==> config.mk <==
export PLATFORM = sky130hd
export DESIGN_NAME = mul_rr_scheduler
export DESIGN_NICKNAME = d
export VERILOG_FILES = /design/src/rtl/mul_rr_scheduler.sv
export SDC_FILE = /design/constraint.sdc
export NUM_CORES = 1
export LEC_CHECK = 0
export ABC_AREA = 0
export CORE_AREA = 3 3 158 160
export CTS_BUF_LIST = sky130_fd_sc_hd__clkbuf_8
export DETAILED_ROUTE_END_ITERATION = 12
export DIE_AREA = 0 0 161 163
export GPL_TIMING_DRIVEN = 0
export PLACE_DENSITY = 0.59
export SETUP_SLACK_MARGIN = 0.3
export SLEW_MARGIN = 25
export SYNTH_ARGS = -nofsm -noshare
export SYNTH_HDL_FRONTEND = slang
export SYNTH_SLANG_ARGS = --single-unit
==> constraint.sdc <==
create_clock -name clk -period 5.6 [get_ports clk]
set_input_delay 0.56 -clock clk [delete_from_list [all_inputs] [get_ports clk]]
set_output_delay 0.56 -clock clk [all_outputs]
set_load 0.01 [all_outputs]
==> src/rtl/mul_rr_scheduler.sv <==
// Round-robin front end for one shared, fixed-latency, non-stalling 32-bit multiplier.
// A shadow valid/id pipeline matched to the multiplier latency routes products back.
module mul_rr_scheduler #(
  parameter int unsigned N       = 4,
  parameter int unsigned LATENCY = 11,
  parameter int unsigned IDW     = $clog2(N)
) (
  input  logic                         clk,
  input  logic                         reset,
  input  logic [N-1:0]                 req_valid,
  input  logic [32*N-1:0]              req_a,
  input  logic [32*N-1:0]              req_b,
  output logic [N-1:0]                 req_ready,
  output logic [31:0]                  mul_a,
  output logic [31:0]                  mul_b,
  input  logic [31:0]                  mul_out,
  output logic [N-1:0]                 resp_valid,
  output logic [31:0]                  resp_data,
  output logic [IDW-1:0]               resp_id,
  output logic [$clog2(LATENCY+1)-1:0] inflight,
  output logic                         idle
);
  localparam int unsigned CW = $clog2(LATENCY + 1);

  logic [IDW-1:0]     ptr_q, ptr_d;
  logic [IDW-1:0]     gnt_id;
  logic               gnt_any;
  logic               xfer;
  logic               resp_on;
  logic [LATENCY-1:0] vld_q;
  logic [IDW-1:0]     id_q [LATENCY];
  logic [CW-1:0]      cnt_q, cnt_d;

  // Two passes: indices at or above ptr first, then the wrapped-around lower indices.
  always_comb begin
    gnt_any = 1'b0;
    gnt_id  = '0;
    for (int unsigned i = 0; i < N; i++) begin
      if (!gnt_any && req_valid[i] && (IDW'(i) >= ptr_q)) begin
        gnt_any = 1'b1;
        gnt_id  = IDW'(i);
      end
    end
    for (int unsigned i = 0; i < N; i++) begin
      if (!gnt_any && req_valid[i]) begin
        gnt_any = 1'b1;
        gnt_id  = IDW'(i);
      end
    end
  end

  assign xfer = gnt_any && !reset;

  always_comb begin
    req_ready = '0;
    mul_a     = '0;
    mul_b     = '0;
    for (int unsigned i = 0; i < N; i++) begin
      if (xfer && (gnt_id == IDW'(i))) begin
        req_ready[i] = 1'b1;
        mul_a        = req_a[32*i +: 32];
        mul_b        = req_b[32*i +: 32];
      end
    end
  end

  always_comb begin
    ptr_d = ptr_q;
    if (xfer) begin
      ptr_d = (gnt_id == IDW'(N - 1)) ? '0 : gnt_id + 1'b1;
    end
  end

  // Gating with reset keeps stale stages from showing during the reset cycle itself.
  assign resp_on = vld_q[LATENCY-1] && !reset;

  always_comb begin
    resp_valid = '0;
    for (int unsigned i = 0; i < N; i++) begin
      if (resp_on && (id_q[LATENCY-1] == IDW'(i))) begin
        resp_valid[i] = 1'b1;
      end
    end
    resp_id   = resp_on ? id_q[LATENCY-1] : '0;
    resp_data = resp_on ? mul_out : '0;
  end

  always_comb begin
    case ({xfer, resp_on})
      2'b10:   cnt_d = cnt_q + 1'b1;
      2'b01:   cnt_d = cnt_q - 1'b1;
      default: cnt_d = cnt_q;
    endcase
  end

  assign inflight = reset ? '0 : cnt_q;
  assign idle     = (inflight == '0);

  always_ff @(posedge clk) begin
    if (reset) begin
      ptr_q <= '0;
      vld_q <= '0;
      cnt_q <= '0;
      for (int i = 0; i < LATENCY; i++) begin
        id_q[i] <= '0;
      end
    end else begin
      ptr_q    <= ptr_d;
      cnt_q    <= cnt_d;
      vld_q[0] <= xfer;
      id_q[0]  <= xfer ? gnt_id : '0;
      for (int i = 1; i < LATENCY; i++) begin
        vld_q[i] <= vld_q[i-1];
        id_q[i]  <= id_q[i-1];
      end
    end
  end

endmodule

==> results by group <==
Yosys
  – Synth Flop Type: dfxtp_1
  – Most frequent cells after synthesis: 51 x clkbuf_1, 50 x nor2b_1, 49 x inv_1
  – Yosys warns: 0
  – Synth top area cells: dfxtp_1 19%, nor2b_1 7.5%, and2_1 6.9%
  – Synthesized net count: 869
  – Synth top area share: 18.60%
  – Most numerous cell in the Yosys netlist: clkbuf_1
  – Sequential share of the synthesized area: 18.60%
  – Synthesized cell area: 4198 µm²
  – Post-synth top area cell: dfxtp_1
  – Asr flop ratio synth: 0%
  – Synth unique cells: 44
  – Post-Syn Instances: 570
  – Number of flops mapped to enable cells by yosys: 0
  – Synth Register Bits: 39
  – Syn_area_per_cell: 7.365 µm²

Floorplan
  – Die area: 26240 µm²
  – Die Ht: 163 µm
  – Die extent in x: 161 µm
  – Core Area: 23540 µm²
  – Standard-cell rows: 56
  – I/O pins: 405
  – Initial Util: 17.83%

Global route
  – Pin count of the biggest net entering global routing: 14
  – GR Util All Layers: 17.03%
  – Initial antenna violation count: 0
  – First-pass GRT wire length: 35.10 mm
  – Grt ovf: 0
  – Vias in the first global route: 6043

STA
  – Max Clk Rate: 201.9 MHz
  – Max-slew violation count: 0
  – Worst Tran Pin Value: 0.9638 ns
  – Setup ws final: 0.6464 ns
  – Clock Skews: 0.005283 ns
  – Fin. Hold Viols: 0
  – Final min period: 4.954 ns
  – RSZ-0062 raised after global routing: no
  – Final Setup Violations: 0
  – Relative slew slack: 35.74%
  – Final hold slack: 0.4327 ns
  – Final worst path period share: 88.46%

CTS
  – CTS Buf Count: 5
  – CTS tree: done
  – Htree depth: 2
  – Clk root buf: clkbuf_8
  – Worst-path clk slew: 0.07 ns
  – Clk_lat worst skew: 0.29 ns
  – Clock sink total: 39
  – Maximum buffer depth of the clock tree: 2

Setup path
  – CP Launch Type: input port
  – Worst Path Required: 5.04 ns
  – Crit-path max FO: 10
  – CP endpoint kind: output pin
  – Critical Setup Path Class: input port to output pin
  – CP arrival: 4.39 ns

Placement
  – GPL Wtd Cong: 0.8442
  – Port Buffers: 402
  – Pre-CTS WS: -0.02678 ns
  – DP Wirelength: 20.18 mm
  – Placed insts: 1291

Power
  – Max VDD drop: 0.09802 mV
  – Pwr/cell area: 179.6 nW/µm²
  – Leakage power: 3.223 nW

Layout
  – Area grow syn2layout: 109.7%
  – ANT cells: 0
  – Share of layout cells above drive strength 1: 3.666%
  – Final net count: 1280
  – Layout Cells excl Fill: 1301

Route
  – DR vias: 5964
  – Vias/cell: 4.584
  – Drt pass-1 iters: 4
  – Avg WL per Cell: 18.66 µm
  – Final wirelength: 24.28 mm
  – DR iter-0 viols: 256
  – DRC viols: 0
  – Final ANT Viol Nets: 0

Status
  – Status: completed

Run
  – Max-Cap Viols: 0

Min path
  – Min-delay worst type: register to register
[layout by cell type, fill, tap and decap left out, types with 2 or more instances in the layout]
| master | Yosys | layout |
|---|---|---|
| a21o_1 | 2 | 2 |
| or3_1 | 2 | 2 |
| nor2b_1 | 50 | 50 |
| clkbuf_8 | 0 | 5 |
| dfxtp_1 | 39 | 39 |
| inv_1 | 49 | 49 |
| nor2_1 | 11 | 11 |
| clkinvlp_4 | 0 | 2 |
| o22ai_1 | 2 | 2 |
| ha_1 | 5 | 5 |
| o21ai_0 | 5 | 5 |
| xor2_1 | 3 | 3 |
| a22oi_1 | 30 | 30 |
| buf_2 | 9 | 10 |
| o41ai_1 | 31 | 31 |
| o211ai_1 | 13 | 13 |
| o221ai_1 | 21 | 21 |
| clkbuf_1 | 51 | 49 |
| nand4_1 | 33 | 33 |
| nor3_1 | 3 | 2 |
| a32oi_1 | 31 | 31 |
| a211oi_1 | 2 | 2 |
| nand3_1 | 14 | 14 |
| o31a_1 | 21 | 21 |
| and2_1 | 46 | 46 |
| clkdlybuf4s50_1 | 0 | 402 |
| bufinv_16 | 0 | 2 |
| clkbuf_2 | 0 | 2 |
| buf_1 | 3 | 2 |
| mux2i_1 | 14 | 14 |
| buf_4 | 0 | 2 |
| a21oi_1 | 5 | 5 |
| nand2b_1 | 32 | 32 |
| nand2_1 | 22 | 22 |
| buf_6 | 5 | 5 |
[layout make-up]
class / instances / area (µm²)
Fill cell: 2493 / 14740
Timing Repair Buffer: 404 / 4039
Multi-Input combinational cell: 412 / 2945
Sequential cell: 39 / 780.7
Tap cell: 319 / 399.1
Buffer: 68 / 307.8
Inverter: 51 / 195.2
Clock buffer: 5 / 68.82
Clock inverter: 3 / 67.56
[state kept, by name (all words and copies together), names as in the netlist]
| register | count |
|---|---|
| ptr_q | 2 |
| vld_q | 11 |
| id_q | 22 |
| cnt_q | 4 |
[final timing paths]
kind,depth (start not counted),endpoint,slack (ns),from
min,1,vld_q[4],0.43,vld_q[3]
min reg2reg,1,vld_q[4],0.43,vld_q[3]
max reg2reg,9,cnt_q[3],3.28,vld_q[10]
max,12,mul_b[31],0.65,req_valid[2]
[kinds of logic (layout without fill, tap and decap cells)]
| group | count (synthesis) | after routing | share of synthesized area (%) |
|---|---|---|---|
| DFF | 39 | 39 | 18.60 |
| xor gates and xnor gates | 3 | 3 | 0.6260 |
| adders and majority gates | 5 | 5 | 1.490 |
| muxes | 14 | 14 | 3.338 |
| and+or+nand+nor | 220 | 220 | 30.67 |
| buffers and inverters | 119 | 531 | 11.80 |
| AOI/OAI and AO/OA | 170 | 170 | 33.47 |
[timing repair]
action                                  4_1_cts  5_1_grt
resized for setup                             4        3
cloned                                        0        0
hold buffers                                  0        0
setup buffers                                 0        2
endpoints found under the setup margin       25       33
[per-layer routing]
layer  up-vias  share of wire [%]  track usage [%]
li1       2953                  -                -
met1      2718                 41            20.57
met3        17                7.1            3.891
met5         -                  0                0
met2       276                 51            31.66
met4         0               0.92            2.034
[stage by stage]
stage                TNS, ns  power, mW  instance area [µm²]  util [%]
detailed placement  -0.02678      1.310                 8626     36.64
global placement      -3.731      1.310                 8621     36.62
global route               0      1.683                 8803     37.39
CTS                        0      1.593                 8776     37.28
floorplan                  0     0.7473                 4198         -
finish                     0      1.581                 8803     37.39
[report_power, final]
group          internal [mW]  switching (mW)
Clock                  0.178          0.0957
Sequential             0.287         0.00576
Combinational          0.534           0.480
Total                  0.999           0.581
[worst max-delay path: stages]
cell and delay (ns):
clkdlybuf4s50_1 0.43, buf_2 0.23, clkinvlp_4 0.24, o22ai_1 0.11, a211oi_1 0.46, ha_1 0.34, clkbuf_2 0.33, buf_2 0.37
clkbuf_1 0.42, nand3_1 0.15, o211ai_1 0.15, clkdlybuf4s50_1 0.60
(Power assumes the default switching activity.)
